<file path="config.mk">
export PLATFORM = sky130hd
export DESIGN_NAME = roce_cm_rep_tx_gen
export DESIGN_NICKNAME = d
export VERILOG_FILES = /design/src/rtl/roce_cm_rep_tx_gen.sv
export SDC_FILE = /design/constraint.sdc
export NUM_CORES = 2
export LEC_CHECK = 0
export BUFFER_PORTS_ARGS = -buffer_cell sky130_fd_sc_hd__buf_2
export CORE_AREA = 2 2 410 412
export DETAILED_ROUTE_END_ITERATION = 10
export DIE_AREA = 0 0 412 414
export SYNTH_ARGS = -nofsm -noshare
export SYNTH_HDL_FRONTEND = slang
export SYNTH_SLANG_ARGS = --single-unit
</file>
<file path="constraint.sdc">
create_clock -name core_clk -period 10.45 [get_ports core_clk]
set_clock_uncertainty 0.15 [all_clocks]
set_input_delay 1.5675 -clock core_clk [delete_from_list [all_inputs] [get_ports core_clk]]
set_output_delay 1.5675 -clock core_clk [all_outputs]
set_load 0.02 [all_outputs]
</file>
<file path="src/rtl/roce_cm_rep_tx_gen.sv">
// rtl/roce_cm_rep_tx_gen.sv - builds one RoCEv2 CM ConnectReply frame per parsed ConnectRequest
// A single request can be held pending while a frame is in flight; further requests are counted as drops.
module roce_cm_rep_tx_gen #(
    parameter int          C_AXIS_DATA_WIDTH = 512,
    parameter logic [15:0] UDP_SRC_PORT      = 16'hC000
) (
    input  logic                             core_clk,
    input  logic                             core_aresetn,
    input  logic                             CM_Req_tvalid,
    input  logic                             CM_ReadyToUse_tvalid,
    input  logic [47:0]                      recv_CM_src_mac,
    input  logic [31:0]                      recv_CM_src_ip,
    input  logic [63:0]                      recv_MAD_Transaction_ID,
    input  logic [31:0]                      recv_CM_local_Comm_ID,
    input  logic [23:0]                      recv_CM_QPN,
    input  logic [23:0]                      recv_QPn_start_PSN,
    input  logic [47:0]                      cfg_local_mac,
    input  logic [31:0]                      cfg_local_ip,
    input  logic [23:0]                      cfg_local_qpn,
    input  logic [23:0]                      cfg_start_psn,
    input  logic [63:0]                      cfg_ca_guid,
    output logic [C_AXIS_DATA_WIDTH-1:0]     tx_m_axis_tdata,
    output logic [C_AXIS_DATA_WIDTH/8-1:0]   tx_m_axis_tkeep,
    output logic                             tx_m_axis_tvalid,
    output logic                             tx_m_axis_tlast,
    input  logic                             tx_m_axis_tready,
    output logic                             qp_conn_valid,
    output logic [23:0]                      qp_conn_remote_qpn,
    output logic [23:0]                      qp_conn_remote_psn,
    output logic [15:0]                      rep_drop_cnt
);

    typedef enum logic [1:0] {S_IDLE, S_PREP, S_SEND} state_t;

    typedef struct packed {
        logic [47:0] rmac;
        logic [31:0] rip;
        logic [63:0] tid;
        logic [31:0] rcomm;
        logic [23:0] rqpn;
        logic [23:0] rpsn;
        logic [47:0] lmac;
        logic [31:0] lip;
        logic [23:0] lqpn;
        logic [23:0] lpsn;
        logic [63:0] guid;
    } ctx_t;

    state_t      state_q, state_d;
    logic [2:0]  beat_q;
    ctx_t        ctx_q, pend_q, req_ctx;
    logic        pend_valid_q;
    logic [31:0] comm_id_q;
    logic [15:0] ip_csum_q;
    logic        busy, hs, last_hs, consume;

    logic [31:0] csum_sum;
    logic [16:0] csum_fold1;
    logic [15:0] csum_fold2;

    logic [0:5][511:0] frame_beats;

    assign req_ctx = '{rmac: recv_CM_src_mac, rip: recv_CM_src_ip, tid: recv_MAD_Transaction_ID,
                       rcomm: recv_CM_local_Comm_ID, rqpn: recv_CM_QPN, rpsn: recv_QPn_start_PSN,
                       lmac: cfg_local_mac, lip: cfg_local_ip, lqpn: cfg_local_qpn,
                       lpsn: cfg_start_psn, guid: cfg_ca_guid};

    assign busy    = (state_q != S_IDLE);
    assign hs      = tx_m_axis_tvalid && tx_m_axis_tready;
    assign last_hs = (state_q == S_SEND) && hs && (beat_q == 3'd5);
    assign consume = last_hs && pend_valid_q;

    always_ff @(posedge core_clk or negedge core_aresetn) begin
        if (!core_aresetn) begin
            state_q <= S_IDLE;
        end else begin
            state_q <= state_d;
        end
    end

    always_comb begin
        state_d = state_q;
        case (state_q)
            S_IDLE:  if (CM_Req_tvalid) state_d = S_PREP;
            S_PREP:  state_d = S_SEND;
            S_SEND:  if (last_hs) state_d = pend_valid_q ? S_PREP : S_IDLE;
            default: state_d = S_IDLE;
        endcase
    end

    // Constant header words 4500+0134+0000+4000+4011 pre-summed to C645; checksum field counts as 0.
    always_comb begin
        csum_sum   = 32'h0000_C645
                   + {16'h0, ctx_q.lip[31:16]} + {16'h0, ctx_q.lip[15:0]}
                   + {16'h0, ctx_q.rip[31:16]} + {16'h0, ctx_q.rip[15:0]};
        csum_fold1 = {1'b0, csum_sum[15:0]} + {1'b0, csum_sum[31:16]};
        csum_fold2 = csum_fold1[15:0] + {15'h0, csum_fold1[16]};
    end

    always_ff @(posedge core_clk or negedge core_aresetn) begin
        if (!core_aresetn) begin
            ctx_q        <= '0;
            pend_q       <= '0;
            pend_valid_q <= 1'b0;
            beat_q       <= 3'd0;
            comm_id_q    <= 32'h1;
            ip_csum_q    <= 16'h0;
            rep_drop_cnt <= 16'h0;
        end else begin
            if (state_q == S_IDLE && CM_Req_tvalid) begin
                ctx_q <= req_ctx;
            end else if (consume) begin
                ctx_q <= pend_q;
            end

            // A request arriving as the pending slot drains takes that slot over.
            if (busy && CM_Req_tvalid && (!pend_valid_q || consume)) begin
                pend_q       <= req_ctx;
                pend_valid_q <= 1'b1;
            end else if (consume) begin
                pend_valid_q <= 1'b0;
            end

            if (busy && CM_Req_tvalid && pend_valid_q && !consume && rep_drop_cnt != 16'hFFFF) begin
                rep_drop_cnt <= rep_drop_cnt + 16'h1;
            end

            if (state_q == S_PREP) begin
                beat_q    <= 3'd0;
                ip_csum_q <= ~csum_fold2;
            end else if (state_q == S_SEND && hs) begin
                beat_q <= (beat_q == 3'd5) ? 3'd0 : beat_q + 3'd1;
            end

            if (last_hs) begin
                comm_id_q <= (comm_id_q == 32'hFFFF_FFFF) ? 32'h1 : comm_id_q + 32'h1;
            end
        end
    end

    always_ff @(posedge core_clk or negedge core_aresetn) begin
        if (!core_aresetn) begin
            qp_conn_valid      <= 1'b0;
            qp_conn_remote_qpn <= 24'h0;
            qp_conn_remote_psn <= 24'h0;
        end else begin
            qp_conn_valid <= CM_ReadyToUse_tvalid;
            if (CM_ReadyToUse_tvalid) begin
                qp_conn_remote_qpn <= ctx_q.rqpn;
                qp_conn_remote_psn <= ctx_q.rpsn;
            end
        end
    end

    // Bytes 0..117 carry fields; the remaining MAD payload, ICRC bytes and pad are zero.
    assign frame_beats = {
        ctx_q.rmac, ctx_q.lmac, 16'h0800,
        16'h4500, 16'h0134, 16'h0000, 16'h4000, 16'h4011, ip_csum_q, ctx_q.lip, ctx_q.rip,
        UDP_SRC_PORT, 16'h12B7, 16'h0120, 16'h0000,
        8'h64, 8'h00, 16'hFFFF, 8'h00, 24'h000001, 8'h00, 24'h000000,
        32'h8001_0000, 8'h00, 24'h000001,
        32'h0107_0203, 16'h0000, 16'h0000, ctx_q.tid, 16'h0013, 16'h0000, 32'h0000_0000,
        comm_id_q, ctx_q.rcomm, 32'h0000_0000, ctx_q.lqpn, 8'h00, ctx_q.lpsn, 40'h0, ctx_q.guid,
        {2128{1'b0}}
    };

    always_comb begin
        tx_m_axis_tvalid = (state_q == S_SEND);
        tx_m_axis_tlast  = 1'b0;
        tx_m_axis_tdata  = '0;
        tx_m_axis_tkeep  = '0;
        if (state_q == S_SEND) begin
            tx_m_axis_tdata = frame_beats[beat_q];
            tx_m_axis_tlast = (beat_q == 3'd5);
            tx_m_axis_tkeep = (beat_q == 3'd5) ? 64'hC000_0000_0000_0000 : '1;
        end
    end

endmodule

</file>
==> run summary <==
Nature of the critical path startpoint: flip-flop
Yosys cell types: 64
Largest net degree at the start of global routing: 229
RSZ-0062 raised after global routing: false
Asr flop ratio synth: 100%
Final Cell Area: 55700 µm²
Fmax: 121 MHz
Multi-input logic area: 19900 µm²
Hpwl dp: 111 mm
DP Worst Slack: 2.32 ns
Final hold violation count: 0
Layout Area Growth over Synthesis: 20.1%
First-pass DRT Iterations: 4
Dominant synthesized flop cell: dfrtp_1
Layout cell share with drive strength beyond 1: 32.7%
CP required: 10.86 ns
Crit path DAT: 8.66 ns
Max-Cap Viols: 0
Routed length per instance: 20.9 µm
Final period util: 78.9%
CP Class: flip-flop to flip-flop
Starting density of the core: 27.9%
Fill cell count: 16.9k
Placed Area: 51900 µm²
Initial detailed-routing violation count: 1570
Post-placement cell count: 6951
Tightest Hold Check Type: flip-flop to flip-flop
Final Max Tran Viols: 0
First-pass GRT wire length: 219 mm
Cts bufs inserted: 109
DRT Wirelength: 150 mm
Cell Rows: 150
Seq/Total Area, Yosys: 51.3%
CTS Hold Buffers Added: 0
Storage cell area: 23800 µm²
Final worst slack: 2.20 ns
Met3 wire length: 11.1 mm
Tmin final: 8.25 ns
Clock tree buffer depth: 3
Clk_lat worst skew: 0.75 ns
Final hold slack: 0.320 ns
Die Width: 412 µm
Slowest Stage Delay on Critical Path: 0.59 ns
Finished Layout Cells: 7190
Top Layer Used: met5
Drc violations: 0
Sinks on Clock Net: 951
Most Frequent Cell on Critical Path: inv_1
Avg Inst Size Synth: 11.2 µm²
Grt total ovfl: 0
Boundary Pins: 1064
Post-synthesis cell area: 46400 µm²
Nets: 5353
Die area: 171000 µm²
Area of the core: 166000 µm²
TritonCTS clock tree: yes
Vias per cell: 4.53
H-tree level count: 3
Critical-path top delay cell: or4_4
Mapped Cells: 4155
Peak supply drop: 369 µV
Status: finished, final reports clean
Via count: 32.6k
Vias in the first global route: 31.9k
Met2 wire len: 73.1 mm
Setup crit end kind: flip-flop
Crit path max fanout: 7
CTS root buffer: clkbuf_16
EDFF count, synth: 0
PD cells: 371 nW/µm²
Routed Antenna Nets: 0
Initial antenna violation count: 88
Slew HR: 24.0%
Post-CTS setup buffers: 0
Buffers on Ports: 914
Final Setup Violations: 0
Syn. warnings: 0
Die Height: 414 µm
Worst slew pin tran: 1.14 ns
Gr usage total: 17.3%
GP Congestion: 0.875
Synth Register Bits: 951
Post-CTS Resized: 0
Setup TNS: 0 ns
P_leak: 26.5 nW
M1 WL: 60.4 mm
Clock slew at reported path FFs: 0.06 ns
## synthesized netlist by cell type, types with 3 or more instances
cell type    n  area, µm²
a211oi_1     3       22.5
a21o_1       5       37.5
a21oi_1     34        170
a22o_1       3       26.3
a31oi_1      4       25.0
and2_1     200       1250
and3_1       9       56.3
and4_1       3       26.3
buf_1       10       37.5
buf_2       25        125
buf_4      256       1920
buf_6        3       33.8
clkbuf_1   212        796
dfrtp_1    950      23800
fa_1        32        641
ha_1        42        526
inv_1      112        420
mux2_2     465       5240
mux2i_1    513       5130
nand2_1    473       1780
nand2b_1     5       31.3
nand3_1     29        145
nand4_1     18        113
nor2_1     152        571
nor2b_1      9       56.3
nor3_1      24        120
nor4_1       5       31.3
o211ai_1     3       22.5
o21a_1       3       22.5
o21ai_0    436       2180
o21ai_1      4       20.0
xnor2_1     42        368
xor2_1      33        289
## state kept, by name (all words and copies together) (netlist names), 3 cells and up
signal              count
beat_q                  3
qp_conn_remote_qpn     24
pend_q                416
qp_conn_remote_psn     24
rep_drop_cnt           16
ip_csum_q              16
ctx_q                 416
comm_id_q              32
## logic make-up (layout without fill, tap and decap cells)
group | Yosys count | in the layout | synth area share, %
muxes | 978 | 978 | 22.4
buffers and inverters | 619 | 1267 | 7.19
adders and majority gates | 74 | 74 | 2.51
and+or+nand+nor | 944 | 944 | 9.39
other | 1 | 184 | 0.00808
AOI/OAI and AO/OA | 511 | 511 | 5.77
DFF | 951 | 951 | 51.3
xor gates and xnor gates | 77 | 77 | 1.49
## per-stage QoR
| stage | util [%] | total power [mW] |
|---|---|---|
| finish | 33.5 | 20.7 |
| global route | 33.5 | 22.3 |
| CTS | 33.5 | 20.9 |
| detailed placement | 31.2 | 16.8 |
| global placement | 31.2 | 16.6 |
| floorplan | - | 13.9 |
## metal layers
layer / track usage, % / up-vias
met5: 0 / -
met4: 6.54 / 62
met3: 5.83 / 290
met2: 28.8 / 932
met1: 20.4 / 16100
li1: - / 15100
## power by group
part,switching (mW),internal (mW)
Clock,1.64,2.37
Combinational,6.40,4.01
Sequential,0.950,5.33
Total,8.99,11.7
## final timing paths
check                      slack [ns]         start  cells after the start             to
max in group asynchronous        7.16  core_aresetn                      3    pend_q[271]
min reg2reg                      0.32     ctx_q[63]                      2      ctx_q[63]
min                              0.32     ctx_q[63]                      2      ctx_q[63]
min in group asynchronous        0.61  core_aresetn                      1     ctx_q[159]
max reg2reg                      2.20    ctx_q[113]                     33  ip_csum_q[15]
max                              2.20    ctx_q[113]                     33  ip_csum_q[15]
## cell type report
class                      instances  area share [%]
sequential                       951            42.7
multi-input combinational       2733            35.7
timing repair buffer             950            8.98
clock buffer                     156            5.55
tap                             2204            4.95
clock inverter                    48            1.21
inverter                         113           0.761
antenna                           35           0.157
## worst max-delay path, delay by kind of cell (launching register included)
family                   cells  cell delay (ns)
AO/OA/AOI/OAI               10             2.16
AND/OR/NAND/NOR             10             2.31
adder cells (fa/ha/maj)      7             2.48
buffers and inverters        5             0.39
XOR/XNOR                     1             0.15
flip-flops                   1             0.38
## layout by cell type (no fill, tap or decap), types with 19 or more instances in the layout
cell type  Yosys  final
a21oi_1       34     32
and2_1       200    200
buf_2         25    913
buf_4        256     24
clkbuf_1     212     28
clkbuf_16      0    109
clkbuf_8       0     19
clkinv_2       0     20
conb_1         1    149
dfrtp_1      950    949
diode_2        0     35
fa_1          32     32
ha_1          42     42
inv_1        112    112
mux2_2       465    465
mux2i_1      513    513
nand2_1      473    473
nand3_1       29     29
nor2_1       152    150
nor3_1        24     24
o21ai_0      436    436
xnor2_1       42     42
xor2_1        33     33
(Power assumes the default switching activity.)
